[config.mk]
export PLATFORM = sky130hd
export DESIGN_NAME = pipe_stage_buf_flat
export DESIGN_NICKNAME = d
export VERILOG_FILES = /design/src/rtl/pipe_stage_buf_if.sv /design/src/rtl/pipe_stage_buf.sv /design/src/flat_wrapper.sv
export SDC_FILE = /design/constraint.sdc
export NUM_CORES = 1
export LEC_CHECK = 0
export BUFFER_PORTS_ARGS = -buffer_cell sky130_fd_sc_hd__buf_2
export CAP_MARGIN = 20
export CORE_MARGIN = 5
export CORE_UTILIZATION = 35
export CTS_BUF_LIST = sky130_fd_sc_hd__clkbuf_4 sky130_fd_sc_hd__clkbuf_8
export DETAILED_ROUTE_END_ITERATION = 10
export SYNTH_ARGS = -nofsm -noshare
export SYNTH_HDL_FRONTEND = slang
export SYNTH_SLANG_ARGS = --single-unit
[constraint.sdc]
create_clock -name clk -period 7.75 [get_ports clk]
set_input_delay 1.9375 -clock clk [delete_from_list [all_inputs] [get_ports clk]]
set_output_delay 1.9375 -clock clk [all_outputs]
set_load 0.005 [all_outputs]
[src/rtl/pipe_stage_buf_if.sv]
// rtl/pipe_stage_buf_if.sv - valid/ready payload handshake bundle for pipe_stage_buf
interface pipe_stage_buf_if #(
  parameter int DATA_W = 64
);
  logic              valid;
  logic [DATA_W-1:0] data;
  logic              ready;

  // Producer side: offers valid/data, observes ready.
  modport master (output valid, output data, input ready);
  // Consumer side: observes valid/data, answers with ready.
  modport slave  (input valid, input data, output ready);
endinterface

[src/rtl/pipe_stage_buf.sv]
// rtl/pipe_stage_buf.sv - elastic DEPTH-entry pipeline stage register; optional counters under STAGE_STATS_EN
module pipe_stage_buf #(
  parameter int                DATA_W  = 64,
  parameter int                DEPTH   = 2,
  parameter logic [DATA_W-1:0] RST_VAL = '0,
  localparam int               CNT_W   = $clog2(DEPTH + 1)
) (
  input  logic               clk,
  input  logic               rst,
  input  logic               freeze,
  input  logic               flush,
  pipe_stage_buf_if.slave    in_if,
  pipe_stage_buf_if.master   out_if,
  output logic [CNT_W-1:0]   level
`ifdef STAGE_STATS_EN
  ,
  output logic [15:0]        stall_cnt,
  output logic [15:0]        flush_cnt
`endif
);

  localparam int               PTR_W    = (DEPTH > 1) ? $clog2(DEPTH) : 1;
  localparam logic [PTR_W-1:0] PTR_LAST = PTR_W'(DEPTH - 1);
  localparam logic [CNT_W-1:0] CNT_FULL = CNT_W'(DEPTH);

  logic [DATA_W-1:0] mem_q [DEPTH];
  logic [PTR_W-1:0]  rd_ptr_q, rd_ptr_d;
  logic [PTR_W-1:0]  wr_ptr_q, wr_ptr_d;
  logic [CNT_W-1:0]  count_q, count_d;

  logic in_ready;
  logic out_valid;
  logic push;
  logic pop;

  // Handshake qualifiers; in_ready looks only at registered state so no
  // combinational path exists from out_ready back to the producer.
  always_comb begin
    in_ready  = ~rst & ~freeze & (count_q < CNT_FULL);
    out_valid = (count_q != '0);
    push      = in_if.valid & in_ready & ~flush;
    pop       = out_valid & out_if.ready & ~freeze & ~flush;
  end

  assign in_if.ready  = in_ready;
  assign out_if.valid = out_valid;
  assign out_if.data  = out_valid ? mem_q[rd_ptr_q] : RST_VAL;
  assign level        = count_q;

  // Next pointer/occupancy: flush wins over everything, freeze already
  // suppresses push and pop so it needs no branch of its own.
  always_comb begin
    rd_ptr_d = rd_ptr_q;
    wr_ptr_d = wr_ptr_q;
    count_d  = count_q;
    if (flush) begin
      rd_ptr_d = '0;
      wr_ptr_d = '0;
      count_d  = '0;
    end else begin
      if (push) begin
        wr_ptr_d = (wr_ptr_q == PTR_LAST) ? '0 : wr_ptr_q + 1'b1;
      end
      if (pop) begin
        rd_ptr_d = (rd_ptr_q == PTR_LAST) ? '0 : rd_ptr_q + 1'b1;
      end
      if (push && !pop) begin
        count_d = count_q + 1'b1;
      end else if (pop && !push) begin
        count_d = count_q - 1'b1;
      end
    end
  end

  // Control state register with asynchronous clear.
  always_ff @(posedge clk or posedge rst) begin
    if (rst) begin
      rd_ptr_q <= '0;
      wr_ptr_q <= '0;
      count_q  <= '0;
    end else begin
      rd_ptr_q <= rd_ptr_d;
      wr_ptr_q <= wr_ptr_d;
      count_q  <= count_d;
    end
  end

  // Payload storage; contents are meaningless while count says empty, so no reset.
  always_ff @(posedge clk) begin
    if (push) begin
      mem_q[wr_ptr_q] <= in_if.data;
    end
  end

`ifdef STAGE_STATS_EN
  logic [15:0] stall_cnt_q, stall_cnt_d;
  logic [15:0] flush_cnt_q, flush_cnt_d;

  // Saturating event counters: producer blocked, and flushes that drop data.
  always_comb begin
    stall_cnt_d = stall_cnt_q;
    flush_cnt_d = flush_cnt_q;
    if (in_if.valid && !in_ready && !rst && (stall_cnt_q != 16'hFFFF)) begin
      stall_cnt_d = stall_cnt_q + 16'd1;
    end
    if (flush && (count_q != '0) && (flush_cnt_q != 16'hFFFF)) begin
      flush_cnt_d = flush_cnt_q + 16'd1;
    end
  end

  // Counter registers.
  always_ff @(posedge clk or posedge rst) begin
    if (rst) begin
      stall_cnt_q <= '0;
      flush_cnt_q <= '0;
    end else begin
      stall_cnt_q <= stall_cnt_d;
      flush_cnt_q <= flush_cnt_d;
    end
  end

  assign stall_cnt = stall_cnt_q;
  assign flush_cnt = flush_cnt_q;
`endif

endmodule

[src/flat_wrapper.sv]
// flat-port wrapper written by rule: the top's interface ports become plain ports
module pipe_stage_buf_flat 
#(
  parameter int                DATA_W  = 64,
  parameter int                DEPTH   = 2,
  parameter logic [DATA_W-1:0] RST_VAL = '0,
  localparam int               CNT_W   = $clog2(DEPTH + 1)
)
  (clk, rst, freeze, flush, level, in_if_valid, in_if_data, in_if_ready, out_if_valid, out_if_data, out_if_ready);
  pipe_stage_buf_if #(.DATA_W(DATA_W)) in_if_i ();
  pipe_stage_buf_if #(.DATA_W(DATA_W)) out_if_i ();
  input  logic clk;
  input  logic rst;
  input  logic freeze;
  input  logic flush;
  output logic [CNT_W-1:0] level;
  input wire logic [$bits(in_if_i.valid)-1:0] in_if_valid;
  input wire logic [$bits(in_if_i.data)-1:0] in_if_data;
  output wire logic [$bits(in_if_i.ready)-1:0] in_if_ready;
  output wire logic [$bits(out_if_i.valid)-1:0] out_if_valid;
  output wire logic [$bits(out_if_i.data)-1:0] out_if_data;
  input wire logic [$bits(out_if_i.ready)-1:0] out_if_ready;
  assign in_if_i.valid = in_if_valid;
  assign in_if_i.data = in_if_data;
  assign in_if_ready = in_if_i.ready;
  assign out_if_valid = out_if_i.valid;
  assign out_if_data = out_if_i.data;
  assign out_if_i.ready = out_if_ready;
  pipe_stage_buf #(.DATA_W(DATA_W), .DEPTH(DEPTH), .RST_VAL(RST_VAL)) u_core (.clk(clk), .rst(rst), .freeze(freeze), .flush(flush), .in_if(in_if_i), .out_if(out_if_i), .level(level));
endmodule
==> flow_metrics.env, run 1 <==
export IMPL_synth_area_leaders="edfxtp_1 76%, mux2i_1 13%, nor2_1 5.1%"
export IMPL_rsz0062_at_grt="false"
export IMPL_cts_path_max_buffers=2
export IMPL_met1Wirelength_um=3940
export IMPL_fillerInstances=1275
export IMPL_mostFrequentLayoutCells="137 x buf_2, 128 x edfxtp_1, 65 x nor2_1"
export IMPL_syn_num_nets=365
export IMPL_ys_seq_elements=132
export IMPL_vias_per_cell=4.50
export IMPL_max_slew_margin_pct=41.2
export IMPL_clk_pin_slew_worst_paths_ns=0.07
export IMPL_routed_wl_um=9800
export IMPL_max_freq_mhz=231
export IMPL_ff_latch_area_um2=3950
export IMPL_synth_largest_area_cell="edfxtp_1"
export IMPL_end_kind="output pin"
export IMPL_synth_distinct_cells=19
export IMPL_grt_usage_pct=12.2
export IMPL_drive_above_1_share_pct=38.6
export IMPL_drtIter0Drc=137
export IMPL_dr_pass1_iters=4
export IMPL_finalClockSkew_ns=0.00680
export IMPL_num_vias=2856
export IMPL_grt_max_degree=68
export IMPL_cap_violations=0
export IMPL_power_internal_w=0.00111
export IMPL_multi_input_area_um2=1030
export IMPL_power_share_clock_pct=38.0
export IMPL_start_util_pct=36.0
export IMPL_globalplace_congestion=0.692
export IMPL_dp_hpwl_um=6200
export IMPL_met2_length_um=4860
export IMPL_ios=138
export IMPL_yosys_warnings=0
export IMPL_cts_setup_buffers=0
export IMPL_ys_seq_area_share_pct=78.3
export IMPL_wl_met3_um=879
export IMPL_syn_area_um2=5040
export IMPL_cpLargestDelayFamily="buffers and inverters"
export IMPL_switching_share_pct=20.3
export IMPL_cpPeakStageDelay_ns=0.17
export IMPL_tightest_slew_ns=0.882
export IMPL_cpMostUsedCell="buf_2"
export IMPL_grt_pass1_vias=3008
export IMPL_p_per_area_nw_per_um2=220
export IMPL_status="finished, final reports clean"
export IMPL_syn_to_final_growth_pct=25.1
export IMPL_synth_top_area_share_pct=76.3
export IMPL_cts_tree="built"
export IMPL_die_y_um=130
export IMPL_power_net_switching_w=0.000282
export IMPL_finalSetupViolCount=0
export IMPL_critPathArrivalTime_ns=2.39
export IMPL_core_um2=14000
export IMPL_final_common_cell="buf_2"
export IMPL_cp_cell_sequence="buf_2 > nor3_1 > buf_2"
export IMPL_cts_root_buf="clkbuf_8"
export IMPL_fp_dieArea_um2=16900
export IMPL_critical_path_required_ns=5.81
export IMPL_start_kind="primary input"
export IMPL_min_period_over_period_pct=55.8
export IMPL_avgSynthCellArea_um2=17.1
export IMPL_hold_viol=0
export IMPL_ir_worst_vdd_mv=0.152
export IMPL_grt_pass1_wl_um=15200
export IMPL_hold_ws_ns=0.651
export IMPL_cts_inserted_buffers=17
export IMPL_synth_cells=295
export IMPL_fin_setup_tns_ns=0
export IMPL_path_buf_inv=2
export IMPL_min_path_type="register to register"
export IMPL_grt_antenna_before_repair=2
export IMPL_pwr_share_seq_pct=57.4
export IMPL_worstSkewPairLatency_ns=0.42
export IMPL_cts_sinks=132
export IMPL_rows=43
export IMPL_post_route_drc_count=0
export IMPL_final_core_util_pct=45.1
export IMPL_io_buffer_count=137
export IMPL_worstPathMaxFanout=4
export IMPL_ctsResizeCount=0
export IMPL_final_nets=511
export IMPL_dr_max_layer_used="met5"
export IMPL_drv_slew=0
export IMPL_crit_type="primary input to output pin"
export IMPL_htree_levels=4
export IMPL_antenna_left=0
export IMPL_overflow=0
export IMPL_combPwrFrac_pct=4.7
export IMPL_routedWlPerCell_um=15.5
export IMPL_finalCriticalPeriod_ns=4.32
export IMPL_postCtsHoldBufs=0
export IMPL_cp_slowest_cell="nor3_1"
export IMPL_die_width_um=130
export IMPL_leakagePower_nw=2.32
-- synth_stat cells --
cell and n:
o21ai_0 2, a311oi_1 1, a211oi_1 1, nor3_1 1
clkbuf_1 2, xnor2_1 1, nor4b_4 1, or3_1 1
nand2b_1 2, mux2i_1 64, edfxtp_1 128, inv_1 3
nand3_1 1, dfrtp_1 4, a21oi_1 2, buf_4 5
nor2_1 68, buf_2 7, nor4bb_1 1
-- tightest hold or removal path, delay by kind of cell, from the launching register on --
kind / cells / cell delay [ns]
flops: 1 / 0.43
xor+xnor: 1 / 0.11
simple gates: 1 / 0.08
-- metal layers --
layer  vias up  global-route usage, %
li1       1389                      -
met1      1351                   13.6
met2        99                   20.3
met3        15                   6.02
met4         2                   4.58
met5         -                      0
-- metrics by stage --
stage	total power, W	setup slack [ns]	cell area (um^2)	instances
6_report	0.00139	3.43	6300	634
5_1_grt	0.00145	3.39	6300	634
3_3_place_gp	0.000877	3.39	5920	601
4_1_cts	0.00141	3.43	6280	632
2_1_floorplan	0.000838	2.18	5040	295
3_5_place_dp	0.000878	3.31	5920	601
-- power groups by stage --
stage	clock [W]	sequential [W]	combinational, W
after floorplan	0	0.000810	0.0000280
after global placement	0	0.000814	0.0000629
after detailed placement	0	0.000814	0.0000645
after CTS	0.000548	0.000798	0.0000648
after global routing	0.000576	0.000797	0.0000727
final	0.000527	0.000797	0.0000649
-- final cells by class --
cell class              instances  share of cell area, %
multi-input cells             146                   16.3
clock buffers                  19                   3.95
clock inverters                12                   1.83
well taps                     180                   3.57
flip-flops and latches        132                   62.6
inverters                       3                  0.179
diodes                          1                 0.0397
repair buffers                141                   11.5
-- state kept, by name, summed over array words and instances, names as in the netlist --
name and count:
u_core.mem_q 128, u_core.rd_ptr_q 1, u_core.level 2, u_core.wr_ptr_q 1
-- final timing paths --
check | endpoint | startpoint | slack [ns] | cells after the start
max in group asynchronous | u_core.rd_ptr_q | rst | 6.14 | 2
min | u_core.wr_ptr_q | u_core.wr_ptr_q | 0.65 | 2
min reg2reg | u_core.wr_ptr_q | u_core.wr_ptr_q | 0.65 | 2
max | in_if_ready | freeze | 3.43 | 3
max reg2reg | u_core.mem_q[0][46] | u_core.level[1] | 4.95 | 4
min in group asynchronous | u_core.level[0] | rst | 1.43 | 2
-- logic make-up after synthesis --
family | share of synthesized area, %
flip-flops | 78.3
AND/OR/NAND/NOR | 6.31
multiplexers | 12.7
buffers and inverters | 1.81
AO/OA/AOI/OAI | 0.720
XOR/XNOR | 0.174
(Power assumes the default switching activity.)
==> inputs of run 2 (changes only) <==
- clock period: 7.75 -> 3.8 ns (I/O delays scaled with it)
==> flow_metrics.env, run 2 (synthesis gave the netlist of run 1 again) <==
export IMPL_rsz0062_at_grt="false"
export IMPL_clk_pin_slew_worst_paths_ns=0.07
export IMPL_final_core_util_pct=45.6
export IMPL_grt_usage_pct=12.1
export IMPL_overflow=0
export IMPL_finalSetupViolCount=0
export IMPL_leakagePower_nw=2.35
export IMPL_min_period_over_period_pct=84.8
export IMPL_vias_per_cell=4.51
export IMPL_io_buffer_count=137
export IMPL_dp_hpwl_um=6300
export IMPL_end_kind="output pin"
export IMPL_die_y_um=130
export IMPL_fp_dieArea_um2=16900
export IMPL_htree_levels=4
export IMPL_p_per_area_nw_per_um2=468
export IMPL_crit_type="register to output pin"
export IMPL_dr_pass1_iters=4
export IMPL_drive_above_1_share_pct=38.6
export IMPL_mostFrequentLayoutCells="137 x buf_2, 128 x edfxtp_1, 65 x nor2_1"
export IMPL_routedWlPerCell_um=15.8
export IMPL_diodes=0
export IMPL_critPathArrivalTime_ns=2.27
export IMPL_reg2regPathDepth=4
export IMPL_grt_antenna_before_repair=1
export IMPL_critical_path_required_ns=2.85
export IMPL_grt_pass1_wl_um=15100
export IMPL_regMostFlops="u_core.mem_q"
export IMPL_routed_wl_um=9980
export IMPL_r2r_start="u_core.level[1]"
export IMPL_cts_setup_buffers=0
export IMPL_min_path_type="primary input to async pin"
export IMPL_cap_violations=0
export IMPL_die_width_um=130
export IMPL_cts_sinks=132
export IMPL_grt_max_degree=65
export IMPL_ir_worst_vdd_mv=0.238
export IMPL_final_common_cell="buf_2"
export IMPL_worstPathMaxFanout=59
export IMPL_ctsResizeCount=0
export IMPL_post_route_drc_count=0
export IMPL_max_slew_margin_pct=31.6
export IMPL_rows=43
export IMPL_num_vias=2854
export IMPL_status="finished, final reports clean"
export IMPL_fin_cells=633
export IMPL_r2r_slack_ns=1.83
export IMPL_globalplace_congestion=0.708
export IMPL_ios=138
export IMPL_tightest_slew_ns=1.03
export IMPL_cts_inserted_buffers=17
export IMPL_finalCriticalPeriod_ns=3.22
export IMPL_cts_tree="built"
export IMPL_cts_path_max_buffers=2
export IMPL_placed_cells=602
export IMPL_drtIter0Drc=149
export IMPL_drv_slew=0
export IMPL_critPathLaunch="u_core.rd_ptr_q"
export IMPL_max_freq_mhz=310
export IMPL_fillerInstances=1317
export IMPL_worstSkewPairLatency_ns=0.42
export IMPL_hold_ws_ns=0.427
export IMPL_grt_pass1_vias=2922
export IMPL_postCtsHoldBufs=0
export IMPL_finalClockSkew_ns=0.00794
export IMPL_antenna_left=0
export IMPL_cts_root_buf="clkbuf_8"
export IMPL_start_util_pct=36.0
export IMPL_hold_viol=0
export IMPL_syn_to_final_growth_pct=26.6
export IMPL_reg2reg_to="u_core.mem_q[1][61]"
export IMPL_final_nets=511
export IMPL_start_kind="register"
export IMPL_core_um2=14000
export IMPL_largest_reg_flops=128
-- run 2: cell types whose count changed in the layout (fill, tap and decap cells not counted), sizes merged --
cell,change
bufinv,+2
clkbuf,+1
clkinv,-3
diode,-1
-- run 2: final cells by class --
| type | instances | area (um^2) | share of cell area, % |
|---|---|---|---|
| clock buffer | 20 | 256 | 4.02 |
| tap | 180 | 225 | 3.53 |
| timing repair buffer | 141 | 753 | 11.8 |
| clock inverter | 11 | 160 | 2.51 |
| multi-input combinational | 146 | 1030 | 16.1 |
| inverter | 3 | 11.3 | 0.177 |
| sequential | 132 | 3950 | 61.9 |
-- run 2: worst max-delay path, stage by stage (launching register included) --
cell	delay, ns
dfrtp_4	1.10
buf_4	0.34
mux2i_1	0.21
nor2_1	0.05
buf_2	0.14
-- run 2: through the flow --
stage / TNS, ns / area, um^2 / setup slack, ns / total power [W]
after global placement: 0 / 5960 / 0.971 / 0.00179
after global routing: 0 / 6380 / 0.364 / 0.00311
final: 0 / 6380 / 0.577 / 0.00299
after CTS: 0 / 6380 / 0.459 / 0.00303
after floorplan: -99.88 / 5040 / -0.780 / 0.00171
after detailed placement: 0 / 5960 / 0.952 / 0.00179
-- run 2: how the worst max path moves through the flow --
stage | cells after the start | endpoint
after detailed placement | 4 | out_if_data[63]
after floorplan | 3 | u_core.mem_q[0][0]
after global placement | 4 | out_if_data[50]
after global routing | 4 | out_if_data[62]
final | 4 | out_if_data[63]
after CTS | 4 | out_if_data[63]
-- run 2: metal layers --
layer,up-vias,share of wire (%),GRT usage [%]
li1,1382,-,-
met1,1359,43,14.8
met2,98,48,18.9
met3,13,8.3,6.02
met4,2,1.0,3.85
met5,-,0.070,0
-- run 2: power breakdown --
group	total (W)	internal, W	switching (W)	leakage, nW
Combinational	0.000132	0.0000629	0.0000686	0.941
Sequential	0.00163	0.00161	0.0000122	1.21
Clock	0.00123	0.000725	0.000501	0.204
Total	0.00299	0.00240	0.000582	2.35
==> inputs of run 3 (changes only) <==
- clock period: 3.8 -> 2.6 ns (I/O delays scaled with it)
==> flow_metrics.env, run 3 (synthesis gave the netlist of run 1 again) <==
export IMPL_status="finished, final reports clean"
export IMPL_routed_wl_um=10100
export IMPL_grt_pass1_wl_um=15600
export IMPL_largest_reg_flops=128
export IMPL_htree_levels=4
export IMPL_dr_pass1_iters=6
export IMPL_grt_pass1_vias=3059
export IMPL_power_net_switching_w=0.000891
export IMPL_fillerInstances=1266
export IMPL_start_util_pct=36.0
export IMPL_regMostFlops="u_core.mem_q"
export IMPL_crit_type="register to output pin"
export IMPL_cts_path_max_buffers=2
export IMPL_dr_max_layer_used="met5"
export IMPL_antenna_left=0
export IMPL_post_route_drc_count=0
export IMPL_power_internal_w=0.00358
export IMPL_core_um2=14000
export IMPL_min_period_over_period_pct=92.7
export IMPL_cts_sinks=132
export IMPL_final_nets=517
export IMPL_path_buf_inv=2
export IMPL_grt_usage_pct=12.5
export IMPL_rows=43
export IMPL_die_y_um=130
export IMPL_dp_hpwl_um=6760
export IMPL_reg2reg_to="u_core.mem_q[1][13]"
export IMPL_worstPathMaxFanout=36
export IMPL_grt_max_degree=37
export IMPL_cts_inserted_buffers=17
export IMPL_worst_slack_ns=0.189
export IMPL_io_buffer_count=137
export IMPL_mostFrequentLayoutCells="137 x buf_2, 128 x edfxtp_1, 65 x nor2_1"
export IMPL_r2r_start="u_core.level[1]"
export IMPL_hold_viol=0
export IMPL_start_kind="register"
export IMPL_overflow=0
export IMPL_min_path_type="primary input to async pin"
export IMPL_fin_setup_tns_ns=0
export IMPL_cts_tree="built"
export IMPL_worstSkewPairLatency_ns=0.43
export IMPL_postCtsHoldBufs=0
export IMPL_clk_pin_slew_worst_paths_ns=0.07
export IMPL_drtIter0Drc=140
export IMPL_max_freq_mhz=415
export IMPL_vias_per_cell=4.50
export IMPL_combPwrFrac_pct=4.5
export IMPL_met1Wirelength_um=3990
export IMPL_dp_slack_ns=0.314
export IMPL_rsz0062_at_grt="false"
export IMPL_end_kind="output pin"
export IMPL_ios=138
export IMPL_p_per_area_nw_per_um2=690
export IMPL_finalCriticalPeriod_ns=2.41
export IMPL_cap_violations=0
export IMPL_finalClockSkew_ns=0.00529
export IMPL_finalSetupViolCount=0
export IMPL_diodes=0
export IMPL_power_share_clock_pct=42.5
export IMPL_cp_cell_sequence="buf_12 > mux2i_1 > nor2_1 > buf_2"
export IMPL_grt_antenna_before_repair=1
export IMPL_switching_share_pct=19.9
export IMPL_cp_slowest_cell="dfrtp_4"
export IMPL_critical_path_required_ns=1.95
export IMPL_cts_root_buf="clkbuf_8"
export IMPL_met2_length_um=5180
export IMPL_pwr_share_seq_pct=53.0
export IMPL_r2r_slack_ns=0.59
export IMPL_drive_above_1_share_pct=39.6
export IMPL_die_width_um=130
export IMPL_leakagePower_nw=2.40
export IMPL_syn_to_final_growth_pct=28.7
export IMPL_globalplace_congestion=0.729
export IMPL_hold_ws_ns=0.141
export IMPL_wl_met3_um=792
export IMPL_ir_worst_vdd_mv=0.430
export IMPL_final_common_cell="buf_2"
export IMPL_routedWlPerCell_um=15.8
export IMPL_drv_slew=0
export IMPL_reg2regPathDepth=4
export IMPL_final_core_util_pct=46.4
export IMPL_tightest_slew_ns=0.392
export IMPL_cpLargestDelayFamily="flip-flops"
export IMPL_fp_dieArea_um2=16900
export IMPL_num_vias=2883
export IMPL_max_slew_margin_pct=73.9
export IMPL_critPathArrivalTime_ns=1.76
export IMPL_cpPeakStageDelay_ns=0.56
## run 3: cell count changes in the layout (fill, tap and decap cells not counted), sizes merged
cell    before  now
bufinv       4    5
buf        141  147
clkbuf      20   17
clkinv       4    7
## run 3: worst max-delay path by stage
stage | cells past startpoint | end | slack (ns) | start
floorplan | 3 | u_core.mem_q[0][0] | -0.64 | freeze
global placement | 5 | u_core.mem_q[1][13] | 0.35 | freeze
detailed placement | 5 | u_core.mem_q[1][24] | 0.31 | freeze
CTS | 4 | out_if_data[49] | 0.11 | u_core.rd_ptr_q
global route | 4 | out_if_data[3] | 0.04 | u_core.rd_ptr_q
finish | 4 | out_if_data[18] | 0.19 | u_core.rd_ptr_q
## run 3: repair_timing
item,4_1_cts,5_1_grt
gates resized for setup,0,0
setup endpoints to repair,11,0
buffers inserted,1,0
## run 3: metrics by stage
step                std cells  power [W]  instance area [um^2]
floorplan                 295    0.00250                  5040
global placement          607    0.00262                  6030
detailed placement        607    0.00262                  6030
CTS                       640    0.00453                  6480
global route              640    0.00466                  6480
finish                    640    0.00448                  6480
## run 3: layer usage
| layer | vias to the layer above | track usage [%] |
|---|---|---|
| met5 | - | 0 |
| li1 | 1400 | - |
| met3 | 14 | 5.53 |
| met2 | 99 | 21.5 |
| met1 | 1368 | 13.6 |
| met4 | 2 | 5.07 |
## run 3: area by class of cell
type | count | area [um^2] | area share, %
Clock inverter | 15 | 213 | 3.28
Sequential cell | 132 | 3950 | 60.9
Tap cell | 180 | 225 | 3.47
Timing Repair Buffer | 147 | 827 | 12.8
Multi-Input combinational cell | 146 | 1030 | 15.8
Inverter | 3 | 11.3 | 0.174
Clock buffer | 17 | 234 | 3.61
## run 3: worst register-to-register path: stages (launching register included)
cell,delay (ns)
dfrtp_1,0.48
nor4b_4,0.42
nand2b_1,0.21
nor2_4,0.33
buf_12,0.24
## run 3: power by group through the flow
stage / clock network, W / registers (W) / logic (W)
6_report: 0.00190 / 0.00237 / 0.000203
5_1_grt: 0.00206 / 0.00237 / 0.000227
3_3_place_gp: 0 / 0.00242 / 0.000202
3_5_place_dp: 0 / 0.00242 / 0.000206
4_1_cts: 0.00195 / 0.00237 / 0.000209
2_1_floorplan: 0 / 0.00241 / 0.0000838
